## src/rtl/reg16_rr_arb_if.sv

```systemverilog
`default_nettype none
// ============================================================================
//  Module      : reg16_rr_arb_if
//  Description : Bundle of requester, consumer and status signals for the
//                reg16_rr_arb shared capture register.
//                  REQ    - per-requester request, bit i = requester i
//                  D      - packed requester words, lane i = D[i*W +: W]
//                  ACK    - one-cycle capture acknowledge (one-hot or zero)
//                  Q      - shared register contents
//                  Q_VLD  - Q holds an unconsumed word
//                  Q_RDY  - consumer accepts Q when Q_VLD & Q_RDY at an edge
//                  GNT_ID - index of the requester whose word is in Q
//                  BUSY   - Q_VLD | (|REQ), status only
//                The master modport is the requester/consumer side; the
//                slave modport is the arbiter side.
//  Revision    : 1.0 - initial release
// ============================================================================
interface reg16_rr_arb_if #(
    parameter int NREQ = 4,
    parameter int W    = 16,
    parameter int IDW  = 2
) ();

    logic [NREQ-1:0]   REQ;
    logic [NREQ*W-1:0] D;
    logic [NREQ-1:0]   ACK;
    logic [W-1:0]      Q;
    logic              Q_VLD;
    logic              Q_RDY;
    logic [IDW-1:0]    GNT_ID;
    logic              BUSY;

    modport master (
        output REQ,
        output D,
        output Q_RDY,
        input  ACK,
        input  Q,
        input  Q_VLD,
        input  GNT_ID,
        input  BUSY
    );

    modport slave (
        input  REQ,
        input  D,
        input  Q_RDY,
        output ACK,
        output Q,
        output Q_VLD,
        output GNT_ID,
        output BUSY
    );

endinterface
`default_nettype wire

```

## src/rtl/reg16_rr_arb.sv

```systemverilog
`default_nettype none
// ============================================================================
//  Module      : reg16_rr_arb
//  Description : Round-robin arbiter and loader for one shared W-bit capture
//                register. Up to NREQ requesters present a word with a
//                request line; one is picked fairly, its word is loaded into
//                Q and it receives a one-cycle ACK. Q is then held until the
//                consumer accepts it; consume and refill may share an edge,
//                so one word per cycle is sustained with Q_RDY high.
//  Ports       : CK     - clock, rising edge
//                RST_N  - synchronous active-low reset
//                bus    - reg16_rr_arb_if slave modport (REQ, D, Q_RDY in;
//                         ACK, Q, Q_VLD, GNT_ID, BUSY out)
//  Parameters  : NREQ (2..8), W (word width), IDW (2**IDW >= NREQ)
//  Revision    : 1.0 - initial release
// ============================================================================
module reg16_rr_arb #(
    parameter int NREQ = 4,
    parameter int W    = 16,
    parameter int IDW  = 2
) (
    input  wire logic      CK,
    input  wire logic      RST_N,
    reg16_rr_arb_if.slave  bus
);

    // ------------------------------------------------------------------
    // Constants
    // ------------------------------------------------------------------
    // The register has two states and the state bit is exactly Q_VLD.
    localparam logic [0:0]     c_st_empty = 1'b0;
    localparam logic [0:0]     c_st_full  = 1'b1;

    localparam logic [IDW:0]   c_nreq     = (IDW+1)'(NREQ);
    localparam logic [IDW-1:0] c_last_id  = IDW'(NREQ - 1);

    // ------------------------------------------------------------------
    // State
    // ------------------------------------------------------------------
    logic [0:0]      r_state;
    logic [W-1:0]    r_q;
    logic [IDW-1:0]  r_gnt_id;
    logic [IDW-1:0]  r_ptr;
    logic [NREQ-1:0] r_ack;

    // ------------------------------------------------------------------
    // Combinational signals
    // ------------------------------------------------------------------
    logic              w_q_vld;
    logic              w_cap;
    logic [NREQ-1:0]   w_elig;
    logic              w_any;
    logic              w_load;
    logic [2*NREQ-1:0] w_elig_dbl;
    logic [2*NREQ-1:0] w_elig_shf;
    logic [NREQ-1:0]   w_rot;
    logic [IDW-1:0]    w_off;
    logic [IDW:0]      w_sum;
    logic [IDW-1:0]    w_sel;
    logic [NREQ-1:0]   w_sel_oh;
    logic [W-1:0]      w_lane_m [NREQ];
    logic [W-1:0]      w_word;

    logic [0:0]        w_state_nxt;
    logic [W-1:0]      w_q_nxt;
    logic [IDW-1:0]    w_gnt_id_nxt;
    logic [IDW-1:0]    w_ptr_nxt;
    logic [NREQ-1:0]   w_ack_nxt;

    assign w_q_vld = (r_state == c_st_full);

    // A slot is free when the register is empty or is being drained on
    // this very edge.
    assign w_cap = ~w_q_vld | bus.Q_RDY;

    // The requester acknowledged this cycle is still holding REQ while it
    // reacts to ACK; masking it prevents capturing the same word twice.
    assign w_elig = bus.REQ & ~r_ack;
    assign w_any  = |w_elig;
    assign w_load = w_cap & w_any;

    // ------------------------------------------------------------------
    // Round-robin search
    // ------------------------------------------------------------------
    // Rotating the doubled request vector right by PTR puts requester PTR
    // at bit 0, so the wrapped upward search becomes a plain lowest-bit
    // priority encode followed by adding PTR back modulo NREQ.
    assign w_elig_dbl = {w_elig, w_elig};
    assign w_elig_shf = w_elig_dbl >> r_ptr;
    assign w_rot      = w_elig_shf[NREQ-1:0];

    always_comb begin
        w_off = '0;
        for (int k = NREQ - 1; k >= 0; k--) begin
            if (w_rot[k]) begin
                w_off = IDW'(k);
            end
        end
    end

    // PTR and the offset are both below NREQ, so one conditional
    // subtraction is enough to wrap the sum.
    always_comb begin
        w_sum = {1'b0, r_ptr} + {1'b0, w_off};
        if (w_sum >= c_nreq) begin
            w_sum = w_sum - c_nreq;
        end
        w_sel = w_sum[IDW-1:0];
    end

    assign w_sel_oh = NREQ'(1) << w_sel;

    // ------------------------------------------------------------------
    // Word select
    // ------------------------------------------------------------------
    // AND-OR mux driven by the one-hot grant: lanes that are not selected
    // are forced to zero, so garbage or X on idle lanes never reaches Q.
    for (genvar i = 0; i < NREQ; i++) begin : g_lane
        assign w_lane_m[i] = {W{w_sel_oh[i]}} & bus.D[i*W +: W];
    end

    always_comb begin
        w_word = '0;
        for (int i = 0; i < NREQ; i++) begin
            w_word = w_word | w_lane_m[i];
        end
    end

    // ------------------------------------------------------------------
    // Next-state logic
    // ------------------------------------------------------------------
    always_comb begin
        w_state_nxt  = r_state;
        w_q_nxt      = r_q;
        w_gnt_id_nxt = r_gnt_id;
        w_ptr_nxt    = r_ptr;
        w_ack_nxt    = '0;

        if (w_load) begin
            w_state_nxt  = c_st_full;
            w_q_nxt      = w_word;
            w_gnt_id_nxt = w_sel;
            w_ack_nxt    = w_sel_oh;
            w_ptr_nxt    = (w_sel == c_last_id) ? '0 : w_sel + IDW'(1);
        end else if (w_cap) begin
            // Free slot but nobody eligible: a word being consumed leaves
            // the register empty; an empty register stays empty.
            w_state_nxt = c_st_empty;
        end
    end

    // ------------------------------------------------------------------
    // Registers
    // ------------------------------------------------------------------
    always_ff @(posedge CK) begin
        if (!RST_N) begin
            r_state  <= c_st_empty;
            r_q      <= '0;
            r_gnt_id <= '0;
            r_ptr    <= '0;
            r_ack    <= '0;
        end else begin
            r_state  <= w_state_nxt;
            r_q      <= w_q_nxt;
            r_gnt_id <= w_gnt_id_nxt;
            r_ptr    <= w_ptr_nxt;
            r_ack    <= w_ack_nxt;
        end
    end

    // ------------------------------------------------------------------
    // Outputs
    // ------------------------------------------------------------------
    assign bus.Q      = r_q;
    assign bus.Q_VLD  = w_q_vld;
    assign bus.GNT_ID = r_gnt_id;
    assign bus.ACK    = r_ack;
    assign bus.BUSY   = w_q_vld | (|bus.REQ);

endmodule
`default_nettype wire

```

## src/flat_wrapper.sv

```systemverilog
// flat-port wrapper written by rule: the top's interface ports become plain ports
module reg16_rr_arb_flat 
#(
    parameter int NREQ = 4,
    parameter int W    = 16,
    parameter int IDW  = 2
)
  (CK, RST_N, bus_REQ, bus_D, bus_Q_RDY, bus_ACK, bus_Q, bus_Q_VLD, bus_GNT_ID, bus_BUSY);
  reg16_rr_arb_if #(.NREQ(NREQ), .W(W), .IDW(IDW)) bus_i ();
  input  wire logic CK;
  input  wire logic RST_N;
  input wire logic [$bits(bus_i.REQ)-1:0] bus_REQ;
  input wire logic [$bits(bus_i.D)-1:0] bus_D;
  input wire logic [$bits(bus_i.Q_RDY)-1:0] bus_Q_RDY;
  output wire logic [$bits(bus_i.ACK)-1:0] bus_ACK;
  output wire logic [$bits(bus_i.Q)-1:0] bus_Q;
  output wire logic [$bits(bus_i.Q_VLD)-1:0] bus_Q_VLD;
  output wire logic [$bits(bus_i.GNT_ID)-1:0] bus_GNT_ID;
  output wire logic [$bits(bus_i.BUSY)-1:0] bus_BUSY;
  assign bus_i.REQ = bus_REQ;
  assign bus_i.D = bus_D;
  assign bus_i.Q_RDY = bus_Q_RDY;
  assign bus_ACK = bus_i.ACK;
  assign bus_Q = bus_i.Q;
  assign bus_Q_VLD = bus_i.Q_VLD;
  assign bus_GNT_ID = bus_i.GNT_ID;
  assign bus_BUSY = bus_i.BUSY;
  reg16_rr_arb #(.NREQ(NREQ), .W(W), .IDW(IDW)) u_core (.CK(CK), .RST_N(RST_N), .bus(bus_i));
endmodule
```

## config.mk

```make
export PLATFORM = sky130hd
export DESIGN_NAME = reg16_rr_arb_flat
export DESIGN_NICKNAME = d
export VERILOG_FILES = /design/src/rtl/reg16_rr_arb_if.sv /design/src/rtl/reg16_rr_arb.sv /design/src/flat_wrapper.sv
export SDC_FILE = /design/constraint.sdc
export NUM_CORES = 1
export LEC_CHECK = 0
export CAP_MARGIN = 20
export CORE_UTILIZATION = 37
export CTS_BUF_LIST = sky130_fd_sc_hd__clkbuf_16
export DETAILED_ROUTE_END_ITERATION = 7
export GPL_ROUTABILITY_DRIVEN = 0
export GPL_TIMING_DRIVEN = 0
export PLACE_DENSITY = 0.77
export SLEW_MARGIN = 20
export SYNTH_ARGS = -nofsm -noshare
export SYNTH_HDL_FRONTEND = slang
export SYNTH_SLANG_ARGS = --single-unit
```

## constraint.sdc

```tcl
create_clock -name CK -period 4.53 [get_ports CK]
set_clock_uncertainty 0.05 [all_clocks]
set_input_delay 0.906 -clock CK [delete_from_list [all_inputs] [get_ports CK]]
set_output_delay 0.906 -clock CK [all_outputs]
set_load 0.01 [all_outputs]
```

Word level (Yosys, flattened, before mapping) --
Cells that the tools add are included.
Cells by class: $add $sub $neg 3, $lt $le $gt $ge 1, eq/ne operators 1, shifts and indexed selects 2, reductions and logical operators 4, muxes and demuxes 8, bitwise gates (word level) 13
Operator list (number):
- $and A16 B16 Y16 | 4
- $or A16 B16 Y16 | 3
- $mux W2 | 6
- $reduce_or A4 Y1 | 2
- $shr A8 B2 Y4 | 1
- $and A4 B4 Y4 | 1
- $not A4 Y4 | 1
- $shl A1 B2 Y4 const A | 1
- $add A2 B2 Y3 | 1
- $ge A3 B3 Y1 const B | 1
- $add A2 B1 Y2 const B | 1
- $eq A2 B2 Y1 const B | 1
- $mux W1 | 2
- $or A1 B1 Y1 | 2
- $reduce_and A2 Y1 | 1
- $reduce_bool A2 Y1 | 1
- $sub A2 B1 Y2 const B | 1
- $and A1 B1 Y1 | 1
- $not A1 Y1 | 1
Word-level totals: output and inout bits 24, input port bits 71, register bits after elaboration 25, logic and storage cells 37

Depth between registers and ports, before layout --
depth after elaboration 15, mapped depth 15, mapped depth without buffers 12

Worst setup path after synthesis --
Ideal clock, no wire load.
path type input -> register, start point input bus_REQ[2], end point register u_core.r_q[3], in the netlist u_core.bus.Q[3], stages on the path 15, data required time 4.350 ns, path slack 0.983 ns, path buffers 3, setup time 0.130 ns, arrival time 3.367 ns, cells stage by stage nor2b_1 > mux2i_1 > inv_1 > o21ai_0 > o21ai_0 > a32o_1 > ha_1 > xor2_4 > buf_6 > inv_1 > ha_1 > buf_1 > clkbuf_1 > a221oi_1 > a211oi_2
Between the ends: longest elaborated chain between the ends 14, elaborated cells between the ends (all ways) 20, those cells by class add/sub (2); order compare (1); shift (2); mux (5); bitwise (9); reduce/logical (1)
Ends and longest elaborated chain:
- start, declared | RTL line flat_wrapper.sv:12 | input wire logic [$bits(bus_i.REQ)-1:0] bus_REQ;
- $and A4 B4 Y4 * | RTL line reg16_rr_arb.sv:78 | assign w_elig = bus.REQ & ~r_ack;
- $shr A8 B2 Y4 * | RTL line reg16_rr_arb.sv:89 | assign w_elig_shf = w_elig_dbl >> r_ptr;
- $mux W2 (3 in a row) | RTL line reg16_rr_arb.sv:95 | if (w_rot[k]) begin
- $mux W2 * | RTL line reg16_rr_arb.sv:95
- $add A2 B2 Y3 * | RTL line reg16_rr_arb.sv:104 | w_sum = {1'b0, r_ptr} + {1'b0, w_off};
- $ge A3 B3 Y1 / $sub A2 B1 Y2 (equally long branches) | RTL line reg16_rr_arb.sv:105, reg16_rr_arb.sv:106
- $mux W2 * | RTL line reg16_rr_arb.sv:105 | if (w_sum >= c_nreq) begin
- $shl A1 B2 Y4 * | RTL line reg16_rr_arb.sv:111 | assign w_sel_oh = NREQ'(1) << w_sel;
- named net u_core.w_sel_oh[0] | RTL line reg16_rr_arb.sv:60 | logic [NREQ-1:0] w_sel_oh;
- $and A16 B16 Y16 * | RTL line reg16_rr_arb.sv:119 | assign w_lane_m[i] = {W{w_sel_oh[i]}} & bus.D[i*W +: W];
- $or A16 B16 Y16 * (3 in a row) | RTL line reg16_rr_arb.sv:125 | w_word = w_word | w_lane_m[i];
- end signal, assigned | RTL line reg16_rr_arb.sv:164 | r_q <= w_q_nxt;
- end, declared | RTL line reg16_rr_arb.sv:41 | logic [W-1:0] r_q;
The timed path passes the listed nets; every way through them passes the cells marked *. A chain may end at the register's enable or synchronous reset.

Worst setup path after layout --
start point input bus_REQ[2], end point register u_core.r_q[9], in the netlist u_core.bus.Q[9]
Same word-level chain as after synthesis.

==> results <==
-- power groups by stage --
stage          sequential (mW)  combinational (mW)  clock [mW]
4_1_cts                  0.361                1.36       0.206
6_report                 0.360                1.35       0.204
3_3_place_gp             0.365                1.34           0
3_5_place_dp             0.365                1.35           0
5_1_grt                  0.374                1.47       0.213
2_1_floorplan            0.398               0.882           0
-- layout make-up --
| class | count | share of cell area (%) |
|---|---|---|
| multi-input combinational | 121 | 36.3 |
| timing repair buffer | 94 | 35.4 |
| sequential | 25 | 18.8 |
| buffer | 15 | 3.39 |
| clock buffer | 3 | 2.83 |
| tap | 50 | 2.36 |
| inverter | 4 | 0.565 |
| clock inverter | 1 | 0.283 |
-- cell families after synthesis --
kind of cell | Yosys count | synth area share [%]
simple gates | 23 | 8.69
compound gates | 75 | 36.4
flops | 25 | 31.9
buf+inv | 19 | 6.69
fa+ha+maj | 3 | 2.47
xor+xnor | 1 | 1.75
mux | 19 | 12.1
-- cell usage after synthesis --
library cell	count	share of area (%)
a211oi_1	4	1.9
clkbuf_1	10	2.4
nand3_1	1	0.32
a211oi_2	13	10
ha_1	2	1.6
mux2i_1	19	12
o211a_1	1	0.64
a32o_1	1	0.64
dfxtp_1	25	32
a21boi_0	3	1.4
nor2b_1	6	2.4
nand2b_1	4	1.6
nand2_1	4	0.96
xor2_4	1	1.8
o21ai_0	19	6.1
buf_8	1	0.96
nand3b_1	1	0.48
a21oi_1	17	5.4
inv_1	4	0.96
nor3b_2	1	0.80
nor4_1	2	0.80
and3_1	1	0.40
o311ai_2	1	1.0
maj3_4	1	0.88
buf_1	1	0.24
buf_6	3	2.2
nor3b_1	1	0.48
a221oi_1	16	8.9
nor2_1	2	0.48
-- cell usage in the layout (no fill, tap or decap) --
| cell | Yosys | routed |
|---|---|---|
| a211oi_1 | 4 | 4 |
| a211oi_2 | 13 | 13 |
| a21boi_0 | 3 | 3 |
| a21oi_1 | 17 | 17 |
| a221oi_1 | 16 | 16 |
| a32o_1 | 1 | 1 |
| and3_1 | 1 | 1 |
| buf_1 | 1 | 1 |
| buf_6 | 3 | 3 |
| buf_8 | 1 | 1 |
| clkbuf_1 | 10 | 10 |
| clkbuf_16 | 0 | 3 |
| clkdlybuf4s50_1 | 0 | 94 |
| clkinvlp_4 | 0 | 1 |
| dfxtp_1 | 25 | 25 |
| ha_1 | 2 | 2 |
| inv_1 | 4 | 4 |
| maj3_4 | 1 | 1 |
| mux2i_1 | 19 | 19 |
| nand2_1 | 4 | 4 |
| nand2b_1 | 4 | 4 |
| nand3_1 | 1 | 1 |
| nand3b_1 | 1 | 1 |
| nor2_1 | 2 | 2 |
| nor2b_1 | 6 | 6 |
| nor3b_1 | 1 | 1 |
| nor3b_2 | 1 | 1 |
| nor4_1 | 2 | 2 |
| o211a_1 | 1 | 1 |
| o21ai_0 | 19 | 19 |
| o311ai_2 | 1 | 1 |
| xor2_4 | 1 | 1 |
-- critical path, stage by stage --
cell	delay (ns)
clkdlybuf4s50_1	0.48
nor2b_1	0.29
mux2i_1	0.14
o21ai_0	0.09
o21ai_0	0.10
a32o_1	0.21
ha_1	0.25
xor2_4	0.37
buf_6	0.21
inv_1	0.10
ha_1	0.20
buf_1	0.15
clkbuf_1	0.28
a221oi_1	0.42
a211oi_2	0.05
-- worst min path at each step --
stage	from	to	slack [ns]	depth (start not counted)
finish	u_core.bus.GNT_ID[0]$_SDFFE_PN0P_	u_core.bus.GNT_ID[0]$_SDFFE_PN0P_	0.44	2
global route	u_core.bus.GNT_ID[0]$_SDFFE_PN0P_	u_core.bus.GNT_ID[0]$_SDFFE_PN0P_	0.49	2
CTS	u_core.bus.GNT_ID[0]$_SDFFE_PN0P_	u_core.bus.GNT_ID[0]$_SDFFE_PN0P_	0.44	2
detailed placement	u_core.bus.GNT_ID[0]$_SDFFE_PN0P_	u_core.bus.GNT_ID[0]$_SDFFE_PN0P_	0.43	2
global placement	u_core.bus.GNT_ID[0]$_SDFFE_PN0P_	u_core.bus.GNT_ID[0]$_SDFFE_PN0P_	0.43	2
floorplan	u_core.bus.GNT_ID[0]$_SDFFE_PN0P_	u_core.bus.GNT_ID[0]$_SDFFE_PN0P_	0.45	2
-- through the flow --
stage          power (mW)  hold WS, ns  util, %
3_5_place_dp         1.72        0.427     63.9
4_1_cts              1.93        0.444     65.9
6_report             1.92        0.442     65.9
3_3_place_gp         1.70        0.427     63.9
5_1_grt              2.06        0.495     65.9
2_1_floorplan        1.28        0.451        -
-- registers in the layout, indices dropped and copies added (netlist names) --
| signal | flops |
|---|---|
| u_core.bus.Q | 16 |
| u_core.bus.ACK | 4 |
| u_core.bus.GNT_ID | 2 |
| u_core.bus.Q_VLD | 1 |
| u_core.r_ptr | 2 |
-- metal layers --
layer | part of all wire, % | up-vias | track usage (%)
li1 | - | 835 | -
met1 | 43 | 788 | 25.7
met2 | 48 | 67 | 37.1
met3 | 9.4 | 2 | 5.24
met4 | 0.27 | 0 | 3.19
met5 | 0 | - | 0
==> impl_metrics.env <==
export IMPL_setup_violations_final=0
export IMPL_worst_ep_arrival_time_ns=4.26
export IMPL_synth_area_per_cell_sq_um=9.52
export IMPL_grt_overflow=0
export IMPL_seqPwrFrac_pct=18.8
export IMPL_drive_gt1_share_pct=9.51
export IMPL_grt_max_degree=16
export IMPL_crit_end="u_core.bus.Q[9]$_SDFFE_PN0P_"
export IMPL_hpwlAfterDp_um=3740
export IMPL_via_per_inst=5.41
export IMPL_fin_crit_ns=4.17
export IMPL_dr_pass1_iters=4
export IMPL_max_freq_mhz=240
export IMPL_synth_nets=238
export IMPL_reg2regPathDepth=15
export IMPL_initial_core_util_pct=39.0
export IMPL_nets=337
export IMPL_cts_tree="yes"
export IMPL_synth_seq_cells=25
export IMPL_wire_per_inst_um=15.4
export IMPL_cap_viol_max_count=0
export IMPL_critPathKind="primary input to register"
export IMPL_worstReg2RegStart="u_core.r_ptr[0]$_SDFFE_PN0P_"
export IMPL_slew_headroom_pct=65.5
export IMPL_finalSetupTns_ns=0
export IMPL_multi_input_area_sq_um=965
export IMPL_hp_class="register to register"
export IMPL_drt_initial_drc_count=71
export IMPL_period_share_pct=92.0
export IMPL_slew_violations=0
export IMPL_num_rows=23
export IMPL_numCtsBuffers=3
export IMPL_p_sw_mw=0.878
export IMPL_postCtsSetupRepairBufs=0
export IMPL_powerDensity_nw_per_um2=722
export IMPL_hold_buffers=0
export IMPL_p_int_mw=1.04
export IMPL_critPathRequiredTime_ns=4.62
export IMPL_dieArea_sq_um=4510
export IMPL_grt_pass1_wl_um=7210
export IMPL_tightest_slew_ns=0.518
export IMPL_port_buffer_count=94
export IMPL_ir_drop_mv=0.512
export IMPL_insertion_delay_ns=0.26
export IMPL_startpoint_type="primary input"
export IMPL_synthesis_area_sq_um=1570
export IMPL_crit_start="bus_REQ[2]"
export IMPL_clk_pin_slew_ns=0.07
export IMPL_ff_latch_area_sq_um=500
export IMPL_combPwrFrac_pct=70.6
export IMPL_worst_slack_ns=0.361
export IMPL_p_leak_nw=0.972
export IMPL_cts_resized=0
export IMPL_pwr_share_clk_pct=10.6
export IMPL_cts_max_level=1
export IMPL_layout_cells_non_filler=313
export IMPL_vias=1692
export IMPL_ios=95
export IMPL_worstPathMaxFanout=10
export IMPL_r2r_end="u_core.bus.Q[9]$_SDFFE_PN0P_"
export IMPL_fillers=348
export IMPL_postPlaceCellArea_sq_um=2570
export IMPL_finalHoldViolCount=0
export IMPL_grt_antenna_before_repair=0
export IMPL_pre_cts_ws_ns=0.0855
export IMPL_clock_path_buffers=2
export IMPL_cts_sinks=25
export IMPL_cts_root_buffer="clkbuf_16"
export IMPL_rsz0062_at_grt="false"
export IMPL_syn_inst=165
export IMPL_swShare_pct=45.8
export IMPL_post_place_cells=309
export IMPL_ant_nets=0
export IMPL_grt_total_usage_pct=20.9
export IMPL_ys_seq_area_share_pct=31.9
export IMPL_die_w_um=67.1
export IMPL_diodes=0
export IMPL_ff2ff_setup_slack_ns=1.09
export IMPL_synthToLayoutAreaGrowth_pct=69.2
export IMPL_grt_pass1_vias=1546
export IMPL_end_kind="register"
export IMPL_design_area_sq_um=2660
export IMPL_ys_types=29
export IMPL_ys_warn_count=0
export IMPL_fp_dieH_um=67.1
export IMPL_status="finished clean"
export IMPL_core_area_sq_um=4030
export IMPL_drc=0
export IMPL_drt_wl_total_um=4820
(Power assumes the default switching activity.)
